===== src/rtl/cpu_pkg.sv =====
// Shared CPU definitions: bubble instruction, condition codes, opcodes and
// instruction field positions used by the fetch/decode front end.
package cpu_pkg;

    localparam logic [31:0] NV_BUBBLE = 32'hF000_0000;

    typedef enum logic [3:0] {
        CC_EQ = 4'h0, CC_NE = 4'h1, CC_CS = 4'h2, CC_CC = 4'h3,
        CC_MI = 4'h4, CC_PL = 4'h5, CC_VS = 4'h6, CC_VC = 4'h7,
        CC_HI = 4'h8, CC_LS = 4'h9, CC_GE = 4'hA, CC_LT = 4'hB,
        CC_GT = 4'hC, CC_LE = 4'hD, CC_AL = 4'hE, CC_NV = 4'hF
    } condCode_t;

    typedef enum logic [1:0] {
        OP_DP  = 2'b00,
        OP_MEM = 2'b01,
        OP_BR  = 2'b10
    } opCode_t;

    localparam int COND_HI  = 31, COND_LO  = 28;
    localparam int OP_HI    = 27, OP_LO    = 26;
    localparam int FUNCT_HI = 25, FUNCT_LO = 20;
    localparam int RN_HI    = 19, RN_LO    = 16;
    localparam int RD_HI    = 15, RD_LO    = 12;
    localparam int RM_HI    = 3,  RM_LO    = 0;
    localparam int IMM_HI   = 23, IMM_LO   = 0;

endpackage


===== src/rtl/pipe_reg.sv =====
// Generic pipeline register: synchronous clear to CLR_VAL beats enable.
module pipe_reg #(
    parameter int               WIDTH   = 32,
    parameter logic [WIDTH-1:0] CLR_VAL = '0
) (
    input  logic             clk,
    input  logic             clr,
    input  logic             en,
    input  logic [WIDTH-1:0] d,
    output logic [WIDTH-1:0] q
);

    always_ff @(posedge clk) begin
        if (clr)
            q <= CLR_VAL;
        else if (en)
            q <= d;
    end

endmodule


===== src/rtl/fetch_unit.sv =====
// Fetch stage: PC register with redirect/stall priority, IF/ID register,
// decoded instruction fields and the architectural NZCV flag register.
module fetch_unit
    import cpu_pkg::*;
#(
    parameter int WIDTH = 32
) (
    input  logic             clk,
    input  logic             reset,
    input  logic             StallF,
    input  logic             StallD,
    input  logic             FlushD,
    input  logic             BranchTakenE,
    input  logic [WIDTH-1:0] BranchTargetE,
    input  logic             PCSrcW,
    input  logic [WIDTH-1:0] ResultW,
    output logic [WIDTH-1:0] InstrAddr,
    input  logic [31:0]      InstrData,
    output logic [WIDTH-1:0] PCF,
    output logic [31:0]      InstrD,
    output logic [WIDTH-1:0] PCPlus8D,
    output logic             ValidD,
    output logic [3:0]       Cond,
    output logic [1:0]       Op,
    output logic [5:0]       Funct,
    output logic [3:0]       Rn,
    output logic [3:0]       Rd,
    output logic [3:0]       Rm,
    output logic [23:0]      Imm24,
    input  logic             FlagWriteE,
    input  logic             CondExE,
    input  logic [3:0]       ALUFlagsE,
    output logic             n,
    output logic             z,
    output logic             c,
    output logic             v
);

    localparam int IFID_W = 32 + WIDTH + 1;
    localparam logic [IFID_W-1:0] IFID_CLR = {NV_BUBBLE, {WIDTH{1'b0}}, 1'b0};

    logic [WIDTH-1:0] pcNext, pcSel, pcPlus4F, pcPlus4D;
    logic             redirect;
    logic [3:0]       flags;

    assign pcPlus4F = PCF + WIDTH'(4);
    assign redirect = PCSrcW | BranchTakenE;

    always_comb begin
        pcSel = pcPlus4F;
        if (PCSrcW)
            pcSel = ResultW;
        else if (BranchTakenE)
            pcSel = BranchTargetE;
        pcNext = {pcSel[WIDTH-1:2], 2'b00};
    end

    // A redirect must land even while fetch is stalled.
    pipe_reg #(.WIDTH(WIDTH), .CLR_VAL('0)) pcReg (
        .clk (clk),
        .clr (reset),
        .en  (~StallF | redirect),
        .d   (pcNext),
        .q   (PCF)
    );

    pipe_reg #(.WIDTH(IFID_W), .CLR_VAL(IFID_CLR)) ifIdReg (
        .clk (clk),
        .clr (reset | FlushD),
        .en  (~StallD),
        .d   ({InstrData, pcPlus4F, 1'b1}),
        .q   ({InstrD, pcPlus4D, ValidD})
    );

    pipe_reg #(.WIDTH(4), .CLR_VAL(4'b0000)) flagReg (
        .clk (clk),
        .clr (reset),
        .en  (FlagWriteE & CondExE),
        .d   (ALUFlagsE),
        .q   (flags)
    );

    assign InstrAddr    = PCF;
    assign PCPlus8D     = pcPlus4D + WIDTH'(4);
    assign {n, z, c, v} = flags;

    assign Cond  = InstrD[COND_HI:COND_LO];
    assign Op    = InstrD[OP_HI:OP_LO];
    assign Funct = InstrD[FUNCT_HI:FUNCT_LO];
    assign Rn    = InstrD[RN_HI:RN_LO];
    assign Rd    = InstrD[RD_HI:RD_LO];
    assign Rm    = InstrD[RM_HI:RM_LO];
    assign Imm24 = InstrD[IMM_HI:IMM_LO];

endmodule


===== config.mk =====
export PLATFORM = sky130hd
export DESIGN_NAME = fetch_unit
export DESIGN_NICKNAME = d
export VERILOG_FILES = /design/src/rtl/cpu_pkg.sv /design/src/rtl/pipe_reg.sv /design/src/rtl/fetch_unit.sv
export SDC_FILE = /design/constraint.sdc
export NUM_CORES = 1
export LEC_CHECK = 0
export ABC_AREA = 1
export CAP_MARGIN = 20
export CORE_UTILIZATION = 45
export CTS_CLUSTER_DIAMETER = 120
export DETAILED_ROUTE_END_ITERATION = 8
export DONT_BUFFER_PORTS = 1
export HOLD_SLACK_MARGIN = 0.08
export SLEW_MARGIN = 10
export SYNTH_ARGS = -nofsm -noshare
export SYNTH_HDL_FRONTEND = slang
export SYNTH_SLANG_ARGS = --single-unit

===== constraint.sdc =====
create_clock -name clk -period 1.7 [get_ports clk]
set_clock_uncertainty 0.2 [all_clocks]
set_input_delay 0.255 -clock clk [delete_from_list [all_inputs] [get_ports clk]]
set_output_delay 0.255 -clock clk [all_outputs]
set_load 0.1 [all_outputs]

# Word level (Yosys, flattened, before mapping)
# Cells that the tools add are included.
# totals
ff_bits	99
ramBits	0
input_bits	109
out_inout_bits	181
elab_cells	12
memories	0
romBits	0
latchBits	0
# classes
n_eq_ne	0
n_bitwise	5
n_reduce_logical	0
add_sub_neg	2
n_mux	2
magnitude_cmp	0
multipliers	0
shift	0
n_div	0
# ops
cell	count
$add 32x3->32 const B	2
$mux 32	2
$or 1x1->1	3
$and 1x1->1	1
$not 1->1	1

# Longest topological paths before layout
# logic_depth
word_depth	3
depth_mapped	10
mapped_depth_nobuf	10

# Modules after synthesis
# From an unflattened synthesis, not the netlist that was laid out.
# unflattened
hier_cells	1237
area_unflattened_um2	7219.4
# by_module_without_submodules
mod	area_each_um2	cells_each	seq_area_each_um2	n_inst
fetch_unit	3070.4	603	0.0	1
pipe_reg (ifIdReg)	2637.5	405	1301.2	1
pipe_reg (pcReg)	1338.8	203	640.6	1
pipe_reg (flagReg)	172.7	26	80.1	1

# Least setup slack after synthesis
# Ideal clock, no wire load.
# synth_timing
path_kind	register to output
start	reg ifIdReg.q[4]
end	out PCPlus8D[28]
n_path_buf	0
path_slack_ns	-1.520
t_arrival_ns	2.765
path_stages_with_launch	8
required_ns	1.245
path_cell_list	dfxtp_1 -> ha_1 -> nand2_1 -> nor3_4 -> nand2_4 -> nor2_8 -> nand4_1 -> xnor2_1
# synth_via
elab_chain_cells	1
# synth_rtl
item	line_no	text
from (decl)	pipe_reg.sv:10	output logic [WIDTH-1:0] q
from (signal assigned)	pipe_reg.sv:15	q <= CLR_VAL;
from (signal assigned)	pipe_reg.sv:17	q <= d;
$add 32x3->32	fetch_unit.sv:84	assign PCPlus8D = pcPlus4D + WIDTH'(4);
to (decl)	fetch_unit.sv:21	output logic [WIDTH-1:0] PCPlus8D,
# No other way between the ends.

# Final worst setup path
# layout_timing
start	reg ifIdReg.q[3]
end	out PCPlus8D[28]
# The elaborated chain is that of the path after synthesis.

==> impl_metrics.json <==
{
  "yosys.area.top_type": "dfxtp_1",
  "ys_seq_elements": 97,
  "yosysWarnings": 0,
  "path_clk_slew_ns": 0.07,
  "setup_violations": 73,
  "die_x_um": 122,
  "syn_to_final_growth_pct": 82.3,
  "ys.flop_type": "dfxtp_1",
  "violations": "negative setup slack",
  "irDropWorstVdd_mv": 0.544,
  "final_nets": 1306,
  "fin_crit_ns": 2.53,
  "cp_max_fo": 5,
  "drt-pass1-iter-count": 5,
  "die_y_um": 122,
  "worst_pin_slew_ns": 0.586,
  "syn_avg_cell_area_um2": 6.55,
  "root_buffer": "clkbuf_16",
  "clock_sink_count": 97,
  "antenna_found_initial": 0,
  "grt_pass1_wl_um": 37800,
  "ant_nets": 0,
  "syn_area_um2": 6490,
  "path_cells": "ha_4 > nand2_4 > nor3_4 > nand2_4 > nor2_8 > nand4_1 > xnor2_4 > buf_12",
  "crit_buf_inv": 1,
  "worst-setup-path-type": "register to output port",
  "critPathCaptureType": "output port",
  "drtIter0Drc": 669,
  "min_period_over_period": 1.49,
  "gp_congestion": 0.852,
  "startpoint_type": "register",
  "synth_edf_count": 0,
  "fin_tns_setup_ns": -22.48,
  "rsz0062_at_grt": "yes",
  "crit_path_frequent_cell": "nand2_4",
  "pwr_density_cell_nw_per_um2": 668,
  "synth-seq-area-share": 0.299,
  "cts_tree": "built",
  "fillerInstances": 745,
  "cts_buffers": 9,
  "die_area_um2": 14900,
  "cp.required_ns": 1.24,
  "grt_max_degree": 52,
  "crit_family": "simple AND/OR/NAND/NOR gates",
  "max_freq_mhz": 395,
  "grt.total_usage": 0.330,
  "fin_ws_ns": -0.830,
  "slew_viol_final": 0,
  "leakage_nw": 5.13,
  "synth_cell_types": 33,
  "core_um2": 14000,
  "drive_gt1_frac": 0.482,
  "multi_input_area_um2": 4740,
  "synth_top_area_frac": 0.299,
  "ff_latch_area_um2": 2160,
  "drc": 0,
  "fin_total_pwr_mw": 7.91,
  "port_buffers": 0,
  "antenna_cells": 0,
  "num_rows": 43,
  "io_pins": 290,
  "clock_latency_ns": 0.36,
  "synthTopCellsByArea": "dfxtp_1 (30%), buf_4 (14%), nand2_1 (12%)",
  "clk_path_buf_depth": 2,
  "cp.arrival_ns": 2.07,
  "report.final.hold_viol_count": 0,
  "hp-class": "input pin to register",
  "grt_pass1_vias": 7282,
  "status": "complete, but fails checks",
  "preCtsSetupSlack_ns": -0.508,
  "async_reset_ff_frac": 0,
  "wl_um": 27300,
  "avgViaCountPerCell": 5.50,
  "start_util": 0.464,
  "gr-total-overflow": 0,
  "wl_per_cell_um": 19.7,
  "postSynthCellCount": 991,
  "cap_violations": 0,
  "slew_headroom": 0.610,
  "hpwl_um": 16000,
  "cp_slowest_cell": "dfxtp_4",
  "vias": 7590,
  "cpPeakStageDelay_ns": 0.37,
  "htreeDepth": 3
}
[metal layers]
metal  vias up  GRT usage  wire length, µm
met5         -          0                0
met4         0      0.120              740
met3        68     0.0740             2060
met2       450      0.557            13900
met1      3599      0.410            10500
li1       3473          -                -
[metrics by stage]
stage	hold slack (ns)	utilization	instance area [µm²]	cells
after floorplan	0.114	-	7240	996
after global placement	0.118	0.646	9030	1220
after detailed placement	0.125	0.646	9030	1220
after CTS	0.0816	0.783	11000	1360
after global routing	0.145	0.846	11800	1380
final	0.133	0.846	11800	1380
[report_power, final]
part / internal [mW] / switching, mW
clock: 1.02 / 0.974
sequential: 2.38 / 0.174
combinational: 0.951 / 2.41
total: 4.35 / 3.56
[cells in the final DEF, fill, tap and decap left out, types with 10 or more instances in the layout]
master / instances
nand2_1: 141
buf_4: 118
dlygate4sd3_1: 105
nor2_1: 84
a21oi_1: 79
inv_1: 76
buf_12: 71
nand2_2: 46
nand3_2: 46
dfxtp_4: 44
o21ai_0: 42
dfxtp_2: 40
buf_6: 39
nor2_4: 34
o211ai_1: 23
nand3_1: 20
nand2_4: 19
xor2_4: 19
nor2_2: 16
nand4_1: 14
dfxtp_1: 13
xnor2_4: 10
a21oi_2: 10
[cells by family after synthesis]
kind of cell	Yosys count	share of synthesized area
AOI/OAI and AO/OA	167	0.138
xor gates and xnor gates	33	0.0445
adders and majority gates	2	0.00385
buffers and inverters	244	0.210
DFF	97	0.299
other	1	0.000578
and+or+nand+nor	447	0.305
[worst min-delay path: cells and delay by family]
kind / cells / cell delay, ns
buf+inv: 1 / 0.16
compound gates: 2 / 0.23
[synth_stat cells (3+ instances only)]
cell type	count
nor3_1	7
nor2_4	6
buf_4	117
a21oi_1	89
clkbuf_1	34
nor2_1	122
o211ai_1	23
o21ai_0	55
nand2_2	5
inv_1	83
xor2_1	22
buf_2	5
nand2_4	3
nand2_1	200
nand4_1	14
dfxtp_1	97
nor2_2	6
nand3b_1	3
xnor2_1	11
nand3_1	70
[final cells by class]
cell class              count  area share
well taps                 180      0.0190
flip-flops and latches     97       0.182
repair buffers            346       0.347
inverters                  86      0.0278
multi-input cells         655       0.400
clock buffers              10      0.0193
clock inverters             6     0.00444
[state kept, by name, summed over array words and instances, names as in the netlist]
register and flops:
pcReg.q 30, flagReg.q 4, ifIdReg.q 63
[worst paths after layout]
path | from | end | slack, ns | depth (start not counted)
setup / recovery | ifIdReg.q[3] | PCPlus8D[28] | -0.83 | 8
hold / removal | PCSrcW | pcReg.q[13] | 0.13 | 3
setup reg to reg | pcReg.q[7] | pcReg.q[28] | -0.23 | 11
hold reg to reg | ifIdReg.q[40] | ifIdReg.q[40] | 0.29 | 2
[what timing repair did]
item                       in CTS  in global routing
hold endpoints to repair       74                  0
setup endpoints to repair      60                 95
buffers inserted               17                 32
gates resized for setup        99                194
hold buffers                  108                  0
pin swaps                      44                 80
(Power assumes the default switching activity.)
==> RTL edit: new RTL, config.mk and constraints unchanged <==
Register the input `BranchTargetE` before use. The logic sees it one clock later. The other inputs are not delayed to match.
--- a/src/rtl/fetch_unit.sv
+++ b/src/rtl/fetch_unit.sv
@@ -41,2 +41,8 @@
 
+    logic [WIDTH-1:0] BranchTargetE_q;
+
+    always_ff @(posedge clk) begin
+        BranchTargetE_q <= BranchTargetE;
+    end
+
     logic [WIDTH-1:0] pcNext, pcSel, pcPlus4F, pcPlus4D;
@@ -53,3 +59,3 @@
         else if (BranchTakenE)
-            pcSel = BranchTargetE;
+            pcSel = BranchTargetE_q;
         pcNext = {pcSel[WIDTH-1:2], 2'b00};
Function: changed (Yosys sat finds a counterexample within 4 cycles, from zero or initial values and one cycle with reset high).
==> RTL edit against the original RTL <==
The run still ends with negative setup slack left. Synthesized area grew 9.2%. Sequential share of layout area grew 3.3 points. Setup slack gained 0.11 ns. Sequential cell count grew 30. Highest routed layer unchanged. Routed wire length grew 11%. Largest power group is now the clock network. Combinational power grew 2%. Sequential power grew 31%. Design area grew 8.5%. Clock power grew 97%. Total power grew 35%. First-iteration DRC count grew 16%. Register-to-register slack lost 0.05 ns. Fmax grew 4.7%.
==> RTL edit: results (changes against the original RTL) <==
stage,metric,value,unit,change
sta,max_slew_margin,21.8,%,was 61.0%
place,post-place-ws,-0.338,ns,was -0.508 ns
power,p_int,0.00657,W,was 0.00435 W
sta,holdWs,0.107,ns,was 0.133 ns
setup_path,reg2reg_depth,9,,was 11
yosys,ys_seq_area_share,35.9,%,was 29.9%
route,routed-wl-met3,3070,um,was 2060 um
power,peakVddDrop,0.957,mV,was 0.544 mV
clock_tree,clk_latency,0.43,ns,was 0.36 ns
setup_path,crit_end,PCPlus8D[26],,was PCPlus8D[28]
grt,grt_pass1_vias,7520,,was 7282
status,violations,negative setup slack,,unchanged
sta,setup_viol_count_final,68,,was 73
setup_path,rr_startpoint,pcReg.q[3],,was pcReg.q[7]
floorplanning,fp.dieW,127,um,was 122 um
worst_hold_path,hold_path_depth,4,,was 3
finish,clock_buffers,19,,was 10
finish,buffers,345,,was 346
setup_path,crit_path_max_fanout,2,,was 5
worst_hold_path,worstHoldStart,StallF,,was PCSrcW
finish,num_antenna_cells,1,,was 0
setup_path,reg2reg_to,pcReg.q[20],,was pcReg.q[28]
status,run_status,"complete, but fails checks",,unchanged
sta,timing.final.ws_setup,-0.716,ns,was -0.830 ns
setup_path,cp-startpoint,ifIdReg.q[16],,was ifIdReg.q[3]
[RTL edit: through the flow]
stage                     utilization [%]  std cells
after floorplan                         -       1030
after global placement               64.2       1283
after detailed placement             64.2       1283
after CTS                            79.4       1453
after global routing                 84.2       1461
final                                84.2       1462
[RTL edit: routing by layer]
layer  up-vias  global-route usage [%]
met3       170                    7.41
met2       641                    53.7
met5         -                       0
met1      3821                    39.5
met4         0                    12.8
li1       3597                       -
[RTL edit: kinds of logic (layout without fill, tap and decap cells)]
family                     Yosys count  after routing  share of synthesized area (%)
DFF                                127            127                           35.9
AOI/OAI and AO/OA                  173            173                           12.9
buffers and inverters              244            464                           19.2
and+or+nand+nor                    445            445                           27.6
adders and majority gates            2              2                          0.353
xor gates and xnor gates            33             33                           4.08
other                                1              7                         0.0529
[RTL edit: repair_timing]
item                                    in CTS  in global routing
endpoints found under the setup margin      79                 92
hold buffers                               124                  0
hold endpoints to repair                   111                  0
cloned                                       0                  0
buffers inserted                            16                 11
gates resized for setup                     88                183
pin swaps                                   35                 55
